==> config.mk <==
export PLATFORM = sky130hd
export DESIGN_NAME = adv_cfg_sequencer
export DESIGN_NICKNAME = d
export VERILOG_FILES = /design/src/rtl/adv_cfg_sequencer.sv
export SDC_FILE = /design/constraint.sdc
export NUM_CORES = 1
export LEC_CHECK = 0
export ABC_AREA = 0
export CAP_MARGIN = 20
export CORE_MARGIN = 3
export CORE_UTILIZATION = 41
export CTS_BUF_LIST = sky130_fd_sc_hd__clkbuf_4 sky130_fd_sc_hd__clkbuf_8
export DETAILED_ROUTE_END_ITERATION = 10
export GPL_TIMING_DRIVEN = 0
export HOLD_SLACK_MARGIN = 0.08
export PLACE_DENSITY = 0.6
export SYNTH_ARGS = -nofsm -noshare
export SYNTH_HDL_FRONTEND = slang
export SYNTH_SLANG_ARGS = --single-unit
==> constraint.sdc <==
create_clock -name clk -period 4.2 [get_ports clk]
set_clock_uncertainty 0.15 [all_clocks]
set_input_delay 0.63 -clock clk [delete_from_list [all_inputs] [get_ports clk]]
set_output_delay 0.63 -clock clk [all_outputs]
set_load 0.01 [all_outputs]
==> src/rtl/adv_cfg_sequencer.sv <==
// Power-up and register-init sequencer for the ADV7393 video encoder.
// Pulses the encoder reset, lets it settle, then streams init-ROM entries to the config bus master.
module adv_cfg_sequencer #(
    parameter int RST_TICKS  = 16,
    parameter int WAIT_TICKS = 1000,
    parameter int NUM_REGS   = 32,
    parameter int DELAY_UNIT = 256,
    localparam int AW = (NUM_REGS > 1) ? $clog2(NUM_REGS) : 1
) (
    input  logic          clk,
    input  logic          rst,
    input  logic          start,
    output logic          adv_rst_n,
    output logic [AW-1:0] rom_addr,
    input  logic [15:0]   rom_data,
    output logic          wr_valid,
    input  logic          wr_ready,
    output logic [7:0]    wr_reg,
    output logic [7:0]    wr_data,
    input  logic          wr_err,
    output logic          busy,
    output logic          done,
    output logic          error,
    output logic [AW-1:0] err_index
);

    typedef enum logic [3:0] {
        S_IDLE, S_RST_ASSERT, S_RST_WAIT, S_FETCH, S_LOAD,
        S_WRITE, S_DELAY, S_DONE, S_ERR
    } state_t;

    localparam logic [AW-1:0] LAST_IDX  = AW'(NUM_REGS - 1);
    localparam logic [31:0]   RST_LOAD  = 32'(RST_TICKS - 1);
    localparam logic [31:0]   WAIT_LOAD = 32'(WAIT_TICKS - 1);

    state_t        state_r;
    logic [AW-1:0] idx_r;
    logic [31:0]   cnt_r;

    logic [31:0]   delay_cnt_s;
    logic [AW-1:0] idx_next_s;
    logic          last_s;
    logic          is_delay_s;

    // Decode of the current ROM word and the next index
    always_comb begin
        delay_cnt_s = 32'(rom_data[7:0]) * 32'(DELAY_UNIT);
        idx_next_s  = idx_r + AW'(1);
        last_s      = (idx_r == LAST_IDX);
        is_delay_s  = (rom_data[15:8] == 8'hFF);
    end

    // Sequencer state machine; every output is a register updated on entry to its state
    always_ff @(posedge clk) begin
        if (rst) begin
            state_r   <= S_IDLE;
            idx_r     <= '0;
            cnt_r     <= 32'd0;
            adv_rst_n <= 1'b0;
            rom_addr  <= '0;
            wr_valid  <= 1'b0;
            wr_reg    <= 8'h00;
            wr_data   <= 8'h00;
            busy      <= 1'b0;
            done      <= 1'b0;
            error     <= 1'b0;
            err_index <= '0;
        end else begin
            case (state_r)
                S_IDLE, S_DONE, S_ERR: begin
                    if (start) begin
                        done      <= 1'b0;
                        error     <= 1'b0;
                        err_index <= '0;
                        busy      <= 1'b1;
                        idx_r     <= '0;
                        adv_rst_n <= 1'b0;
                        cnt_r     <= RST_LOAD;
                        state_r   <= S_RST_ASSERT;
                    end
                end
                S_RST_ASSERT: begin
                    if (cnt_r == 32'd0) begin
                        adv_rst_n <= 1'b1;
                        cnt_r     <= WAIT_LOAD;
                        state_r   <= S_RST_WAIT;
                    end else begin
                        cnt_r <= cnt_r - 32'd1;
                    end
                end
                S_RST_WAIT: begin
                    if (cnt_r == 32'd0) begin
                        rom_addr <= idx_r;
                        state_r  <= S_FETCH;
                    end else begin
                        cnt_r <= cnt_r - 32'd1;
                    end
                end
                S_FETCH: begin
                    state_r <= S_LOAD;
                end
                S_LOAD: begin
                    if (is_delay_s) begin
                        cnt_r   <= delay_cnt_s;
                        state_r <= S_DELAY;
                    end else begin
                        wr_reg   <= rom_data[15:8];
                        wr_data  <= rom_data[7:0];
                        wr_valid <= 1'b1;
                        state_r  <= S_WRITE;
                    end
                end
                S_WRITE: begin
                    if (wr_ready) begin
                        wr_valid <= 1'b0;
                        if (wr_err) begin
                            err_index <= idx_r;
                            error     <= 1'b1;
                            busy      <= 1'b0;
                            state_r   <= S_ERR;
                        end else if (last_s) begin
                            busy    <= 1'b0;
                            done    <= 1'b1;
                            state_r <= S_DONE;
                        end else begin
                            idx_r    <= idx_next_s;
                            rom_addr <= idx_next_s;
                            state_r  <= S_FETCH;
                        end
                    end
                end
                S_DELAY: begin
                    // A zero-length delay still spends one cycle here
                    if (cnt_r <= 32'd1) begin
                        if (last_s) begin
                            busy    <= 1'b0;
                            done    <= 1'b1;
                            state_r <= S_DONE;
                        end else begin
                            idx_r    <= idx_next_s;
                            rom_addr <= idx_next_s;
                            state_r  <= S_FETCH;
                        end
                    end else begin
                        cnt_r <= cnt_r - 32'd1;
                    end
                end
                default: begin
                    wr_valid <= 1'b0;
                    busy     <= 1'b0;
                    state_r  <= S_IDLE;
                end
            endcase
        end
    end

endmodule
# Word-level counts from Yosys, hierarchy flattened
# Cells that the tools add are included.
dict set report word_totals {
  ff_bits 72
  latchBits 0
  in_bits 21
  romBits 0
  ram_bits 0
  mem_count 0
  out_inout_bits 31
}
dict set report classes {
  order_cmp 1
  div_mod_pow 0
  n_shift 0
  muxes 50
  add_sub_neg 2
  multipliers 0
  reduce_logical 19
  n_eq_ne 21
  bitwise_logic 3
}
# operator count
set op_table {}
lappend op_table {{two-way mux 32 bit} 5}
lappend op_table {{one-hot mux 32 bit (5 select lines)} 1}
lappend op_table {{two-way mux 5 bit} 12}
lappend op_table {{less-or-equal comparator 32 x 1 -> 1 bit (second input constant)} 1}
lappend op_table {{logical NOT 32 bit} 1}
lappend op_table {{subtractor 32 x 1 -> 32 bit (second input constant)} 1}
lappend op_table {{one-hot mux 5 bit (3 select lines)} 2}
lappend op_table {{one-hot mux 4 bit (7 select lines)} 1}
lappend op_table {{two-way mux 4 bit} 6}
lappend op_table {{inequality test 2 bit (second input constant)} 11}
lappend op_table {{AND reduction 5 bit} 4}
lappend op_table {{== test 4 x 3 -> 1 bit (second input constant)} 4}
lappend op_table {{two-way mux 1 bit} 15}
lappend op_table {{one-hot mux 5 bit (2 select lines)} 1}
lappend op_table {{== test 4 x 2 -> 1 bit (second input constant)} 2}
lappend op_table {{== test 8 bit (second input constant)} 1}
lappend op_table {{AND reduction 4 bit} 2}
lappend op_table {{OR reduction 7 bit} 1}
lappend op_table {{one-hot mux 1 bit (3 select lines)} 2}
lappend op_table {{AND reduction 3 bit} 2}
lappend op_table {{nonzero test 3 bit} 2}
lappend op_table {{adder 5 x 1 -> 5 bit (second input constant)} 1}
lappend op_table {{== test 5 bit (second input constant)} 1}
lappend op_table {{nonzero test 5 bit} 1}
lappend op_table {{12 further kinds} 16}

# Depth between registers and ports, before layout
# Gate-level depths: netlist (run 1).
dict set report logic_depth {
  word_depth 5
  ltp_mapped 9
}

# Least setup slack after synthesis (run 1)
# OpenSTA, ideal clock, no wires.
dict set report synth_timing {
  kind {flip-flop to flip-flop}
  from {reg cnt_r[16]}
  to {reg cnt_r[12]}
  slack_ns 1.628
  synth_period_minus_slack_ns 2.572
  t_arrival_ns 2.291
  path_stages_with_launch 9
  path_cell_list {dfxtp_1 or4_4 or4_1 buf_4 nor4_4 nor2_2 buf_6 a32oi_1 o32ai_1}
}
dict set report synth_via {
  elab_chain_len 3
}
# item line_no
set synth_rtl {}
lappend synth_rtl {{start: declaration} 38} ;# logic [31:0] cnt_r;
lappend synth_rtl {{start signal: assignment} 88} ;# cnt_r <= cnt_r - 32'd1;
lappend synth_rtl {{start signal: assignment} 96} ;# cnt_r <= cnt_r - 32'd1;
lappend synth_rtl {{start signal: assignment} 104} ;# cnt_r <= delay_cnt_s;
lappend synth_rtl {{less-or-equal comparator 32 x 1 -> 1 bit / logical NOT 32 bit (equally long branches)} {134, 83, 92}}
lappend synth_rtl {{inequality test 2 bit (no line) / two-way mux 32 bit (equally long branches)} n/a}
lappend synth_rtl {{AND reduction 5 bit (no line) / one-hot mux 32 bit (5 select lines) (equally long branches)} n/a}
# Parallel ways exist; a longest one is shown, timed or not.
# A chain may end at the register's enable or synchronous reset.

# Final worst setup path (run 1)
dict set report layout_timing {
  from {reg state_r[0]}
  to {reg cnt_r[29]}
}
dict set report layout_via {
  elab_chain_len 4
}
# item line_no
set layout_rtl {}
lappend layout_rtl {{start: declaration} 36} ;# state_t state_r;
lappend layout_rtl {{start signal: assignment} 56} ;# state_r <= S_IDLE;
lappend layout_rtl {{start signal: assignment} 79} ;# state_r <= S_RST_ASSERT;
lappend layout_rtl {{start signal: assignment} 86} ;# state_r <= S_RST_WAIT;
lappend layout_rtl {{== test 4 x 3 -> 1 bit, or another cell as far along} 69} ;# case (state_r)
lappend layout_rtl {{OR reduction 3 bit} 69}
lappend layout_rtl {{nonzero test 5 bit (no line) / inequality test 2 bit (equally long branches)} n/a}
lappend layout_rtl {{AND reduction 5 bit (no line)} n/a}
# Parallel ways exist; a longest one is shown, timed or not.

==> results.md, run 1 <==
- Number of global-route vias before repair: 4089
- Iter 0 DRT Violations: 282
- GRT Util Overall: 0.236
- Main flop type after synthesis: dfxtp_1
- Remaining Overflow, GRT: 0
- Hold path depth: 2
- Post-synthesis sequential area ratio: 0.354
- Syn Std Cell Area: 4070 um^2
- Fin. max-slew vios: 0
- Wire length of the first global-routing pass: 21200 um
- R2R Path End: cnt_r[29]
- Syn Inst Count: 517
- Mean Syn Cell Area: 7.88 um^2
- Critical path fanouts, max: 10
- Largest net degree at the start of global routing: 13
- Worst path required time: 4.31 ns
- Post-synth EDFFs: 0
- Worst Hold Class: flip-flop to flip-flop
- YS warnings: 0
- Startpoint Class: flip-flop
- Reg2Reg Setup Slack: 1.08 ns
- Vias per inst: 6.01
- Antenna Cells: 0
- FF/Latch Area: 1440 um^2
- RSZ-0062 raised after global routing: false
- Rows: 35
- Mapped Nets: 544
- H-tree levels: 3
- Initial antenna violation count: 0
- Most common cell in the synthesized netlist: dfxtp_1
- Ys async rst share: 0
- Final instance area: 5000 um^2
- Hold path endpoint: err_index[3]
- Nets@finish: 607
- Highest clock rate: 0.321 GHz
- Multi-input logic area: 2400 um^2
- TritonRoute pass-1 iters: 5
- Full die area: 11200 um^2
- Worst r2r src: state_r[0]
- Final Cycle Share: 0.742
- Area grow syn2layout: 22.9%
- Die Height: 106 um
- Peak VDD IR: 0.342 mV
- Status: completed
- Hold Startpoint: err_index[3]
- Starting Density: 0.431
- Layout cells sized above 1: 0.0821
- Top cells by area, synth: dfxtp_1 (35%), a21oi_1 (7.4%), nand2_1 (6.0%)
- Routed WL per cell: 18.2 um
- Setup TNS: 0 ns
- Yosys top cell area share: 0.354
- Arrival time worst endpoint: 3.22 ns
- Core Area: 9460 um^2
- Post-CTS Hold Fix Bufs: 0
- Post-CTS setup buffers: 0
- Routability cong.: 0.877
- Worst slew margin: 0.312
- Max reg flops: 32
- Via count: 4294
- Cts bufs inserted: 9
- Area leader, netlist: dfxtp_1
- MaxCap Viol Count: 0
- # port buffers: 51
- Post-CTS Resized: 0
- Final hold vios: 0
- Hpwl dp: 9330 um
- Minimum clock period: 3.12 ns
- Clock Latency Late Sink: 0.36 ns
- Leakage: 0.00171 uW
- I/O Pins: 52
- Filler instances: 971
- Root Buffer: clkbuf_8
- Register bit total from synthesis: 72
- Clk slew on worst S/H paths: 0.08 ns
- Worst-margin pin slew: 1.02 ns
- Pwr/cell area: 787 nW/um^2
- Die width: 106 um
- ANT nets after route: 0
- Reg2Reg Depth: 8
- Final wirelength: 13000 um
- Post-synth top cells: dfxtp_1 (72), nand2_1 (65), a21oi_1 (60)
- CTS tree: yes
- Clk buf depth: 2
- CP Class: flip-flop to flip-flop
- Netlist cell types: 66
- # DRC: 0
- Final Setup Violations: 0
- CP endpoint kind: flip-flop
- Pwr Total: 3940 uW
- Clock sink count: 72
- Post-DP Area: 4740 um^2
## cell type report
type / instances / area share
Sequential cell: 72 / 0.288
Inverter: 16 / 0.0120
Clock inverter: 5 / 0.0205
Buffer: 34 / 0.0338
Tap cell: 129 / 0.0323
Multi-Input combinational cell: 395 / 0.480
Clock buffer: 11 / 0.0303
Timing Repair Buffer: 52 / 0.103
## placed cells by master, fill, tap and decap left out, drive strengths merged, types with 16 or more instances in the layout
cell type,Yosys,final
nor2,40,40
clkdlybuf4s50,0,51
nand3,16,16
dfxtp,72,72
o21ai,29,29
nand2,65,65
nor4,19,19
inv,16,16
clkbuf,22,34
nor3,22,22
a21oi,60,60
## logic make-up (layout without fill, tap and decap cells)
logic type               Yosys count  in the layout  synth area share
AND/OR/NAND/NOR                  219            219             0.284
adder cells (fa/ha/maj)            6              6            0.0184
AO/OA/AOI/OAI                    161            161             0.266
multiplexers                       6              6            0.0147
XOR/XNOR                           3              3           0.00645
buffers and inverters             50            118            0.0562
flip-flops                        72             72             0.354
## worst max path at each step
stage | from | to | slack [ns] | depth (start not counted)
5_1_grt | cnt_r[5] | cnt_r[9] | 0.92 | 6
4_1_cts | cnt_r[4] | cnt_r[26] | 1.17 | 7
3_3_place_gp | rom_data[11] | cnt_r[29] | 0.89 | 8
2_1_floorplan | cnt_r[16] | cnt_r[12] | 1.63 | 8
6_report | state_r[0] | cnt_r[29] | 1.08 | 8
3_5_place_dp | rom_data[13] | cnt_r[29] | 0.87 | 8
## per-stage QoR
| stage | instances | util | setup WS, ns | hold slack (ns) |
|---|---|---|---|---|
| floorplan | 517 | - | 1.63 | 0.297 |
| CTS | 713 | 0.528 | 1.17 | 0.310 |
| finish | 714 | 0.529 | 1.08 | 0.307 |
| global placement | 697 | 0.502 | 0.889 | 0.294 |
| global route | 714 | 0.529 | 0.917 | 0.323 |
| detailed placement | 697 | 0.502 | 0.866 | 0.295 |
## worst max-delay path, cell delays in order, from the launching register on
cell and delay (ns):
dfxtp_1 0.31, clkbuf_1 0.24, or4b_2 0.63, o21ai_0 0.22
o41ai_1 0.20, a21oi_1 0.53, buf_2 0.36, o21ai_0 0.14
a32o_1 0.23
## power by group
part	internal, uW	total, uW	switching [uW]
Sequential	797	911	115
Clock	426	704	278
Combinational	817	2320	1510
Total	2040	3940	1900
## per-layer routing
layer	vias to the layer above	wire length, um	GRT usage
met3	19	888	0.0484
met5	-	0	0
met2	154	5890	0.372
li1	2073	-	-
met4	0	270	0.0777
met1	2048	5940	0.323
No activity file was read; power rests on OpenSTA's default activity.
==> run 2, diff against run 1 <==
==> constraint.sdc (replaced) <==
create_clock -name clk -period 3.1 [get_ports clk]
set_clock_uncertainty 0.15 [all_clocks]
set_input_delay 0.465 -clock clk [delete_from_list [all_inputs] [get_ports clk]]
set_output_delay 0.465 -clock clk [all_outputs]
set_load 0.01 [all_outputs]
==> results.md, run 2 (synthesized netlist as in run 1, its figures left out) <==
- Startpoint Class: flip-flop
- Core Area: 9460 um^2
- Placed cell count: 697
- I/O Pins: 52
- Die width: 106 um
- Full die area: 11200 um^2
- H-tree levels: 3
- Final hold vios: 0
- Highest clock rate: 0.336 GHz
- Post-CTS Resized: 0
- Vias per inst: 6.02
- RSZ-0062 raised after global routing: false
- Remaining Overflow, GRT: 0
- CTS tree: yes
- Critical path fanouts, max: 10
- # port buffers: 51
- Post-route worst setup slack: 0.124 ns
- Worst path required time: 3.16 ns
- Max reg flops: 32
- Sequential share of power: 0.231
- Final Cycle Share: 0.960
- Number of global-route vias before repair: 4089
- Fin. max-slew vios: 0
- Hold_ws: 0.307 ns
- Final wirelength: 13000 um
- Routed WL per cell: 18.2 um
- Post-CTS Hold Fix Bufs: 0
- Minimum clock period: 2.98 ns
- Most common cell after layout, fill and taps aside: dfxtp_1
- Leakage: 0.00171 uW
- ANT nets after route: 0
- Combinational share of power: 0.591
- Clk buf depth: 2
- MaxCap Viol Count: 0
- Post-CTS setup buffers: 0
- Final Setup Violations: 0
- Most frequent cells in the layout: dfxtp_1 (72), nand2_1 (65), a21oi_1 (59)
- CP max stage cell: or4_4
- Antenna Cells: 0
- CP endpoint kind: flip-flop
- Dpl ws: -0.0689 ns
- Arrival time worst endpoint: 3.04 ns
- Delay-heaviest family, CP: simple AND/OR/NAND/NOR gates
- Worst-margin pin slew: 0.834 ns
- Worst slew margin: 0.440
- Root Buffer: clkbuf_8
- Initial antenna violation count: 0
- CP Class: flip-flop to flip-flop
- Rows: 35
- Post-Layout Cell Count: 714
- Clock sink count: 72
- Psw: 2580 uW
- Buf/Inv on CP: 2
- Layout cells sized above 1: 0.0872
- Peak VDD IR: 0.462 mV
- Nets@finish: 607
- Filler instances: 971
- Area grow syn2layout: 23.2%
- Iter 0 DRT Violations: 281
- Pwr/cell area: 1070 nW/um^2
- Hpwl dp: 9330 um
- Wire length of the first global-routing pass: 21200 um
- Pwr Total: 5350 uW
- Status: completed
- TritonRoute pass-1 iters: 5
- Worst stage delay on the critical path: 0.60 ns
- Largest net degree at the start of global routing: 13
- CP cell instances: or4_4, or4_1, buf_4, nor4_4, nor2_2, buf_2, a21oi_1, o32ai_1
- Clock Latency Late Sink: 0.35 ns
- # DRC: 0
- Cts bufs inserted: 9
- Clock power share: 0.177
- Post-layout util: 0.530
- Via count: 4301
- GRT Util Overall: 0.236
- Sw Share: 0.482
- Starting Density: 0.431
- Clk slew on worst S/H paths: 0.08 ns
- Die Height: 106 um
- Internal Power: 2770 uW
- Routability cong.: 0.877
- Worst Hold Class: flip-flop to flip-flop
run 2: cell counts in the layout (fill, tap and decap cells not counted):
No cell type changed its count.
run 2: per-layer routing:
layer | share of wire | GRT usage | wire length [um] | vias up
li1 | - | - | - | 2072
met1 | 0.45 | 0.323 | 5910 | 2040
met2 | 0.46 | 0.372 | 5920 | 166
met3 | 0.066 | 0.0484 | 858 | 23
met4 | 0.023 | 0.0777 | 298 | 0
met5 | 0 | 0 | 0 | -
run 2: final timing paths:
path,from,end,slack (ns),cells past startpoint
hold reg to reg,err_index[3],err_index[3],0.31,2
setup / recovery,cnt_r[16],cnt_r[14],0.12,8
setup reg to reg,cnt_r[16],cnt_r[14],0.12,8
hold / removal,err_index[3],err_index[3],0.31,2
run 2: power by group through the flow:
stage | combinational [uW] | clock, uW | sequential (uW)
final | 3160 | 950 | 1240
after detailed placement | 3060 | 0 | 1250
after floorplan | 2250 | 0 | 1230
after global routing | 3430 | 1010 | 1260
after global placement | 3040 | 0 | 1240
after CTS | 3070 | 970 | 1230
run 2: worst min-delay path: stages, from the launching register on:
cell	delay [ns]
dfxtp_1	0.31
nand2_1	0.05
a21oi_1	0.05
run 2: through the flow:
step	TNS [ns]	instance area (um^2)
6_report	0	5020
5_1_grt	0	5020
4_1_cts	0	5000
3_5_place_dp	-0.157	4740
3_3_place_gp	-0.0543	4740
2_1_floorplan	0	4070
run 2: cell type report:
cell class | count | area [um^2] | share of cell area
Multi-Input combinational cell | 395 | 2410 | 0.481
Sequential cell | 72 | 1440 | 0.287
Timing Repair Buffer | 52 | 515 | 0.103
Buffer | 34 | 169 | 0.0337
Tap cell | 129 | 161 | 0.0322
Clock buffer | 11 | 151 | 0.0302
Clock inverter | 5 | 103 | 0.0205
Inverter | 16 | 60.1 | 0.0120
